`src/rtl/quadrado_movimento_frame.sv`:
```
// quadrado_movimento_frame: frame-synchronous bouncing square position/size controller
module quadrado_movimento_frame #(
  parameter int H_ACTIVE = 640,
  parameter int V_ACTIVE = 480
) (
  input  logic       clk,
  input  logic       rst,
  input  logic [9:0] x,
  input  logic [9:0] y,
  input  logic       enable,
  input  logic [1:0] sw_vel,
  input  logic [1:0] sw_tam,
  output logic [9:0] sq_x,
  output logic [9:0] sq_y,
  output logic [9:0] sq_size,
  output logic       frame_tick,
  output logic       colisao,
  output logic       canto
);
  typedef enum logic {NEG, POS} dir_t;
  localparam logic [10:0] HA = 11'(H_ACTIVE);
  localparam logic [10:0] VA = 11'(V_ACTIVE);
  dir_t dir_x, dir_y, dir_x_d, dir_y_d;
  logic [1:0] vel_s1, vel_s2, tam_s1, tam_s2;
  logic [9:0] sz, nx, ny;
  logic [10:0] s, v, lim_x, lim_y, px, py;
  logic mv, bx, by;
  always_comb begin
    sz = 10'd16 << tam_s2;
    s = {1'b0, sz};
    v = vel_s2 == 2'b11 ? 11'd4 : {9'd0, vel_s2};
    lim_x = HA - s;
    lim_y = VA - s;
    px = {1'b0, sq_x} > lim_x ? lim_x : {1'b0, sq_x};
    py = {1'b0, sq_y} > lim_y ? lim_y : {1'b0, sq_y};
    mv = frame_tick && enable && vel_s2 != 2'b00;
    bx = mv && (dir_x == POS ? px + v + s >= HA : px <= v);
    by = mv && (dir_y == POS ? py + v + s >= VA : py <= v);
    nx = !mv ? px[9:0] : bx ? (dir_x == POS ? lim_x[9:0] : 10'd0)
       : 10'(dir_x == POS ? px + v : px - v);
    ny = !mv ? py[9:0] : by ? (dir_y == POS ? lim_y[9:0] : 10'd0)
       : 10'(dir_y == POS ? py + v : py - v);
    dir_x_d = bx ? (dir_x == POS ? NEG : POS) : dir_x;
    dir_y_d = by ? (dir_y == POS ? NEG : POS) : dir_y;
  end
  always_ff @(posedge clk) begin
    if (rst) begin
      dir_x <= POS;
      dir_y <= POS;
    end else begin
      dir_x <= dir_x_d;
      dir_y <= dir_y_d;
    end
  end
  always_ff @(posedge clk) begin
    if (rst) begin
      vel_s1 <= '0;
      vel_s2 <= '0;
      tam_s1 <= '0;
      tam_s2 <= '0;
      sq_x <= 10'd312;
      sq_y <= 10'd232;
      sq_size <= 10'd16;
      frame_tick <= 1'b0;
      colisao <= 1'b0;
      canto <= 1'b0;
    end else begin
      vel_s1 <= sw_vel;
      vel_s2 <= vel_s1;
      tam_s1 <= sw_tam;
      tam_s2 <= tam_s1;
      frame_tick <= x == 10'd0 && y == 10'(V_ACTIVE);
      colisao <= bx || by;
      canto <= bx && by;
      if (frame_tick) begin
        sq_size <= sz;
        sq_x <= nx;
        sq_y <= ny;
      end
    end
  end
endmodule

```
`config.mk`:
```
export PLATFORM = sky130hd
export DESIGN_NAME = quadrado_movimento_frame
export DESIGN_NICKNAME = d
export VERILOG_FILES = /design/src/rtl/quadrado_movimento_frame.sv
export SDC_FILE = /design/constraint.sdc
export NUM_CORES = 1
export LEC_CHECK = 0
export CORE_ASPECT_RATIO = 2
export CORE_MARGIN = 8
export CORE_UTILIZATION = 59
export CTS_BUF_LIST = sky130_fd_sc_hd__clkbuf_2
export DETAILED_ROUTE_END_ITERATION = 10
export HOLD_SLACK_MARGIN = 0.15
export PLACE_DENSITY = 0.95
export SETUP_SLACK_MARGIN = 0.1
export SLEW_MARGIN = 20
export SYNTH_ARGS = -nofsm -noshare
export SYNTH_HDL_FRONTEND = slang
export SYNTH_SLANG_ARGS = --single-unit
```
`constraint.sdc`:
```
create_clock -name clk -period 15.2 [get_ports clk]
set_input_delay 3.04 -clock clk [delete_from_list [all_inputs] [get_ports clk]]
set_output_delay 3.04 -clock clk [all_outputs]
set_load 0.01 [all_outputs]
```
==> summary.md, run 1 <==
| Metric | Value |
|---|---|
| Worst-Margin Slew | `a little under 0.9 ns` |
| Io pins | `60` |
| Slew HR | `about 41%` |
| Largest family of logic cells by synthesized area | `compound AO/OA/AOI/OAI gates` |
| Compound-cell area share of the yosys netlist | `between 20% and 30%` |
| Post-Synth Adder-Cell Area | `between 10 and 15%` |
| EDFF count, synth | `0` |
| Die H | `approximately 130 um` |
| Final Hold Viols | `0` |
| Synth Flop Type | `dfxtp_1` |
| IO buf count | `53` |
| Setup TNS | `0 ns` |
| WP data required | `15.53 ns` |
| Mapped Area | `between 3000 and 4000 um^2` |
| Layout cells sized above 1 | `under 10%` |
| Hold path cells | `1` |
| Total power | `around 190 uW` |
| Final Setup Violations | `0` |
| Maximum clock path buffer count | `2` |
| Post-DR wirelength/cell | `between 15 and 20 um` |
| Skew-Pair Late Insertion Delay | `0.42 ns` |
| GRT overflow | `0` |
| Hold slack | `0.4576 ns` |
| Synth Warn # | `0` |
| H-tree depth | `2` |
| Post-DP HPWL | `about 7800 um` |
| Total track usage | `between 20% and 30%` |
| Power Density | `between 40 and 50 nW/um^2` |
| Cells on worst reg2reg path | `26` |
| Slew Viols, Final | `0` |
| Vias in the first global route | `between 3000 and 4000` |
| RSZ-0062 raised after global routing | `no` |
| Post-synthesis mux area share | `4.691%` |
| Leakage power | `1.667 nW` |
| Post-route minimum period | `7.467 ns` |
| Reg area | `about 740 um^2` |
| Setup slack, reg-to-reg | `~7.7 ns` |
| Reg2reg end | `sq_y[4]` |
| Vias | `between 3000 and 4000` |
| First-pass GRT wire length | `between 15000 and 20000 um` |
| Synth Area in XOR/XNOR | `4.938%` |
| Element type at the critical path end | `flip-flop` |
| Max-Cap Viols | `0` |
| CTS tree | `done` |
| Worst VDD drop | `about 0.055 mV` |
| Simple-gate share of the synthesized area | `between 20% and 30%` |
| Syn_area_per_cell | `roughly 8 um^2` |
| Synth Register Bits | `37` |
| Final GP Congestion | `0.9906` |
| ANT cells | `0` |
| Area of the multi-input gates | `roughly 2600 um^2` |
| CP max FO | `12` |
| Post-cts sizing count | `0` |
| Die area | `~8900 um^2` |
| Asr flop ratio synth | `0%` |
| Initial core utilization | `between 60 and 70%` |
| Hold endpoint | `vel_s2[0]` |
| Post-synth cell types | `73` |
| Setup bufs post-CTS | `0` |
| Critical Path Start | `tam_s2[1]` |
| Final Net Count | `approximately 550` |
| Max Clock Freq | `roughly 130 MHz` |
| Root buffer cell | `clkbuf_2` |
| Filler instances | `roughly 470` |
| P&R area growth vs syn | `15.38%` |
| Row count | `40` |
| Total Wirelength | `10220 um` |
| Seq/Total Area, Yosys | `about a fifth` |
| Maximum number of pins on one net before global-route repair | `23` |
| Post-DR vias/cell | `about 6.5` |
| Clock sinks | `37` |
| Tcrit/Tclk final | `49.13%` |
| Crit Path Class | `flip-flop to flip-flop` |
| Hold buffers post-CTS | `0` |
| Outcome | `completed` |
| Die width | `between 70 and 80 um` |
| Worst Skew | `about 0.011 ns` |
| Antenna violations before repair | `0` |
| Post-synthesis cell count | `between 400 and 500` |
| DRC violations left | `0` |
| Setup crit start kind | `flip-flop` |
| 1st-pass router iterations | `7` |
| Min-Delay Startpoint | `vel_s1[0]` |
| 1st-iter DRT viols | `about 310` |
| Core Area | `roughly 5900 um^2` |
| Arrival time at the worst endpoint | `slightly below 8 ns` |
| RR Startpoint | `tam_s2[1]` |
| Num CTS Buffers | `5` |
| Worst min path class | `flip-flop to flip-flop` |
| Worst-path clk slew | `~0.19 ns` |
| Post-DRT Antenna Nets | `0` |
worst max-delay path by stage:
stage / to / slack (ns) / depth (start not counted)
2_1_floorplan: sq_y[4] / 9.43 / 27
3_3_place_gp: sq_y[4] / 8.32 / 26
3_5_place_dp: sq_y[4] / 7.92 / 26
4_1_cts: sq_y[4] / 7.88 / 26
5_1_grt: sq_y[4] / 7.20 / 26
6_report: sq_y[4] / 7.73 / 26
flip-flops by register name, indices dropped and copies added (netlist names):
| signal | flops |
|---|---|
| canto | 1 |
| colisao | 1 |
| dir_x | 1 |
| dir_y | 1 |
| frame_tick | 1 |
| sq_size | 4 |
| sq_x | 10 |
| sq_y | 10 |
| tam_s1 | 2 |
| tam_s2 | 2 |
| vel_s1 | 2 |
| vel_s2 | 2 |
final cells by class:
class,instances,area share (%)
multi-input combinational,368,63.80
sequential,37,18.10
timing repair buffer,55,13.33
inverter,23,2.109
tap,63,1.926
clock buffer,5,0.6114
clock inverter,1,0.1223
power by group:
group | internal [mW] | switching [mW]
clock network | 0.00935 | 0.0344
registers | 0.0981 | 0.000769
logic | 0.0212 | 0.0272
total | 0.129 | 0.0624
worst max-delay path, cell delays in order, from the launching register on:
cell and delay [ns]:
dfxtp_1 0.46, nor2_1 0.61, inv_1 0.14, ha_1 0.32, o21a_1 0.17, o21ai_0 0.14, nand2b_1 0.09, a31oi_1 0.68
nand2_1 0.17, inv_1 0.10, ha_1 0.18, fa_1 0.20, nor2b_1 0.19, o21ai_0 0.17, a311oi_1 0.58, and3_1 0.25
mux2_2 0.34, ha_1 0.34, and3_1 0.19, a211oi_1 0.40, inv_1 0.09, nand4_1 0.11, a21boi_0 0.10, o211ai_2 0.34
nand2_1 0.30, or3_1 0.44, a221oi_1 0.28
cells in the final DEF (no fill, tap or decap), drive strengths merged, types with 5 or more instances in the layout:
| master | synthesis | routed |
|---|---|---|
| fa | 6 | 6 |
| nor2b | 17 | 17 |
| a21oi | 26 | 26 |
| clkbuf | 13 | 5 |
| xnor2 | 10 | 10 |
| nand4 | 6 | 6 |
| clkdlybuf4s50 | 0 | 53 |
| xor2 | 10 | 10 |
| nor4 | 8 | 8 |
| or2 | 5 | 5 |
| nand3 | 11 | 11 |
| mux2i | 12 | 12 |
| nor2 | 33 | 33 |
| o211ai | 8 | 8 |
| inv | 23 | 23 |
| and3 | 6 | 6 |
| nand2b | 8 | 8 |
| dfxtp | 37 | 37 |
| and2 | 6 | 6 |
| conb | 1 | 8 |
| or3 | 6 | 6 |
| nor3 | 6 | 6 |
| a31oi | 7 | 7 |
| a21o | 5 | 5 |
| ha | 30 | 30 |
| nand2 | 43 | 43 |
| a22oi | 5 | 5 |
| a211oi | 6 | 6 |
| o21ai | 26 | 26 |
routing by layer:
metal	track usage [%]	wire length (um)	vias up
met5	0	0	-
met4	9.394	361	0
met3	5.882	833	41
met2	38.21	4992	203
met1	26.56	4033	1669
li1	-	-	1693
cells in the mapped netlist (8+ instances only):
cell | number | area [um^2]
a21oi_1 | 26 | 130.1
clkbuf_1 | 13 | 48.80
dfxtp_1 | 37 | 740.7
ha_1 | 30 | 375.4
inv_1 | 23 | 86.33
mux2i_1 | 11 | 110.1
nand2_1 | 42 | 157.7
nand2b_1 | 8 | 50.05
nand3_1 | 11 | 55.05
nor2_1 | 33 | 123.9
nor2b_1 | 17 | 106.4
o21ai_0 | 15 | 75.07
o21ai_1 | 10 | 50.05
xnor2_1 | 10 | 87.58
xor2_1 | 10 | 87.58
logic make-up after synthesis:
logic type,Yosys count
AO/OA/AOI/OAI,123
XOR/XNOR,20
adder cells (fa/ha/maj),37
buffers and inverters,48
flip-flops,37
multiplexers,15
other,1
AND/OR/NAND/NOR,165
metrics by stage:
step | std cells | utilization, % | worst slack, ns | cell area, um^2
2_1_floorplan | 453 | - | 9.431 | 3573
3_3_place_gp | 546 | 68.79 | 8.316 | 4063
3_5_place_dp | 546 | 68.79 | 7.920 | 4063
4_1_cts | 552 | 69.30 | 7.881 | 4093
5_1_grt | 552 | 69.30 | 7.202 | 4093
6_report | 552 | 69.30 | 7.733 | 4093
No activity file was read; power rests on OpenSTA's default activity.
==> run 2: changes to the inputs <==
--- a/config.mk
+++ b/config.mk
@@ -7,11 +7,11 @@
 export LEC_CHECK = 0
 export CORE_ASPECT_RATIO = 2
 export CORE_MARGIN = 8
-export CORE_UTILIZATION = 59
+export CORE_UTILIZATION = 50
 export CTS_BUF_LIST = sky130_fd_sc_hd__clkbuf_2
 export DETAILED_ROUTE_END_ITERATION = 10
 export HOLD_SLACK_MARGIN = 0.15
-export PLACE_DENSITY = 0.95
+export PLACE_DENSITY = 0.89
 export SETUP_SLACK_MARGIN = 0.1
 export SLEW_MARGIN = 20
 export SYNTH_ARGS = -nofsm -noshare
==> constraint.sdc (replaced) <==
create_clock -name clk -period 6.7 [get_ports clk]
set_input_delay 1.34 -clock clk [delete_from_list [all_inputs] [get_ports clk]]
set_output_delay 1.34 -clock clk [all_outputs]
set_load 0.01 [all_outputs]
==> run 2 against run 1 <==
- largest cell class unchanged
- sequential share of layout area down 0.55 points
- flip-flop and latch count did not move
- global-route usage is 0.55 points higher
- routed wire length grew 13%
- non-clock buffer count increased by 7
- first-iteration DRC count grew 29%
- clock power increased to 3.4 times the previous value
- register-to-register slack got worse by 7.2 ns
- die area increased by 15%
- combinational power grew 140%
- utilization down 7.9 points
- critical path depth rose by 1
==> summary.md, run 2 (synthesis gave the netlist of run 1 again) <==
| Metric | Value |
|---|---|
| Num CTS Buffers | `5 (unchanged)` |
| Filler instances | `640 (+37%)` |
| Seq pwr share | `45.9% (-5.9 points)` |
| Post-DR wirelength/cell | `19.59 um (+5.8%)` |
| Most common cell after layout, fill and taps aside | `clkdlybuf4s50_1` |
| Net Sw Frac | `31.23% (-1.4 points)` |
| Power Density | `115.9 nW/um^2 (+150%)` |
| Tcrit/Tclk final | `91.55% (+42 points)` |
| CTS tree | `done` |
| Vias | `3750 (+4.0%)` |
| Vias in the first global route | `3865 (+9.1%)` |
| Most frequent cells in the layout | `clkdlybuf4s50_1 (53), nand2_1 (42), dfxtp_1 (36), nor2_1 (32), ha_1 (30)` |
| WP data required | `7.06 ns (-8.47 ns)` |
| Element type at the critical path end | `flip-flop` |
| Worst VDD drop | `0.08708 mV (+58%)` |
| Initial core utilization | `51.51% (-8.6 points)` |
| Max Clock Freq | `163.0 MHz (+22%)` |
| Layout cells sized above 1 | `8.233% (+2.5 points)` |
| Largest regs | `sq_x: 10 flops, sq_y: 10 flops, sq_size: 4 flops` |
| Hold slack | `0.4663 ns (+0.008729 ns)` |
| Post-DRT Antenna Nets | `0 (unchanged)` |
| Worst Skew | `0.02577 ns (+0.01444 ns)` |
| Antenna violations before repair | `1 (+1)` |
| Root buffer cell | `clkbuf_2` |
| Final Net Count | `560 (+1.3%)` |
| CP max FO | `12 (unchanged)` |
| Worst min path class | `flip-flop to flip-flop` |
| Post-DP HPWL | `8743 um (+12%)` |
| Switching Power | `153.0 uW (+150%)` |
| Combinational fraction of design power | `23.7% (-1.6 points)` |
| IO buf count | `53 (unchanged)` |
| Core Area | `6887 um^2 (+17%)` |
| GRT overflow | `0 (unchanged)` |
| Total power | `490.0 uW (+160%)` |
| Setup crit start kind | `flip-flop` |
| Io pins | `60 (unchanged)` |
| Buf/Inv on CP | `3 (unchanged)` |
| Crit Path Class | `flip-flop to flip-flop` |
| Die area | `10210 um^2 (+15%)` |
| DRC violations left | `0 (unchanged)` |
| Slew Viols, Final | `0 (unchanged)` |
| Post-DR vias/cell | `6.367 (-2.5%)` |
| Cell family with most CP delay | `simple AND/OR/NAND/NOR gates` |
| Final Setup Violations | `0 (unchanged)` |
| Cell Int Power | `337.0 uW (+160%)` |
| Maximum clock path buffer count | `2 (unchanged)` |
| H-tree depth | `2 (unchanged)` |
| Skew-Pair Late Insertion Delay | `0.43 ns (about the same)` |
| Maximum number of pins on one net before global-route repair | `35 (+52%)` |
| RSZ-0062 raised after global routing | `no` |
| Final GP Congestion | `1.106 (+12%)` |
| Row count | `43 (+7.5%)` |
| Outcome | `completed` |
| Die H | `135.1 um (+7.5%)` |
| Clock Power Share | `30.4% (+7.5 points)` |
| Post-route minimum period | `6.134 ns (-1.333 ns)` |
| 1st-iter DRT viols | `396 (+29%)` |
| CP max-delay cell | `dfxtp_2` |
| Final Hold Viols | `0 (unchanged)` |
| Worst-path clk slew | `0.22 ns (+0.03 ns)` |
| Total track usage | `23.37% (+0.55 points)` |
| Die width | `75.56 um (+6.7%)` |
| Setup TNS | `0 ns (unchanged)` |
| First-pass GRT wire length | `18400 um (+8.6%)` |
| 1st-pass router iterations | `7 (unchanged)` |
| Hold buffers post-CTS | `0 (unchanged)` |
| Post-cts sizing count | `0 (unchanged)` |
| Leakage power | `1.724 nW (+3.4%)` |
| P&R area growth vs syn | `19.19%` |
| Post-place setup slack | `0.3058 ns (-7.615 ns)` |
| Total Wirelength | `11540 um (+13%)` |
| Clock sinks | `37 (unchanged)` |
| Slew HR | `31.83% (-9.1 points)` |
| Setup slack, reg-to-reg | `0.57 ns (-7.17 ns)` |
| Setup bufs post-CTS | `0 (unchanged)` |
| Worst-Margin Slew | `1.019 ns (+0.1367 ns)` |
| Max-Cap Viols | `0 (unchanged)` |
| CP peak stage delay | `0.43 ns (-0.25 ns)` |
| Final Worst Setup Slack | `0.5662 ns (-7.167 ns)` |
| Arrival time at the worst endpoint | `6.49 ns (-1.31 ns)` |
-- run 2: final timing paths --
kind,start,end,cells after the start
max,tam_s2[1],sq_y[4],27
min,vel_s1[0],vel_s2[0],1
max reg2reg,tam_s2[1],sq_y[4],27
min reg2reg,vel_s1[0],vel_s2[0],1
-- run 2: area by class of cell --
class / instances / area (um^2) / share of cell area (%)
Clock buffer: 6 / 30.03 / 0.7103
Tap cell: 90 / 112.6 / 2.664
Inverter: 23 / 86.33 / 2.042
Clock inverter: 2 / 33.78 / 0.7991
Timing Repair Buffer: 62 / 598.1 / 14.15
Multi-Input combinational cell: 368 / 2623 / 62.03
Sequential cell: 37 / 742.0 / 17.55
Antenna cell: 1 / 2.502 / 0.05919
-- run 2: worst reg2reg max path, stage by stage (launching register included) --
cell and delay (ns):
dfxtp_2 0.43, nor2_1 0.15, inv_1 0.08, ha_1 0.29
o21a_1 0.16, o21ai_0 0.15, nand2b_1 0.10, a31oi_1 0.38
nand2_1 0.16, inv_1 0.10, ha_1 0.19, fa_1 0.20
nor2b_1 0.21, o21ai_0 0.17, a311oi_1 0.30, buf_4 0.20
and3_1 0.16, mux2_2 0.35, ha_1 0.34, and3_1 0.19
a211oi_1 0.36, nand2_1 0.12, nor3_1 0.17, nand3_1 0.13
o211ai_2 0.10, nand2_1 0.24, or3_1 0.43, a221oi_1 0.24
-- run 2: power by group through the flow --
| stage | clock [mW] | sequential (mW) | combinational, mW |
|---|---|---|---|
| 2_1_floorplan | 0 | 0.228 | 0.0765 |
| 3_3_place_gp | 0 | 0.229 | 0.108 |
| 3_5_place_dp | 0 | 0.229 | 0.112 |
| 4_1_cts | 0.149 | 0.225 | 0.113 |
| 5_1_grt | 0.155 | 0.225 | 0.125 |
| 6_report | 0.149 | 0.225 | 0.116 |
-- run 2: per-stage QoR --
stage	instances	instance area (um^2)	util [%]
finish	589	4228	61.39
global route	589	4228	61.39
CTS	588	4213	61.17
detailed placement	580	4149	60.25
global placement	580	4149	60.25
floorplan	453	3573	-
-- run 2: metal layers --
layer  track usage [%]  routed length, um  up-vias
met1             22.20               3776     1737
met5                 0                  0        -
li1                  -                  -     1708
met2             42.58               6279      226
met4             18.00                805        0
met3             2.675                676       79
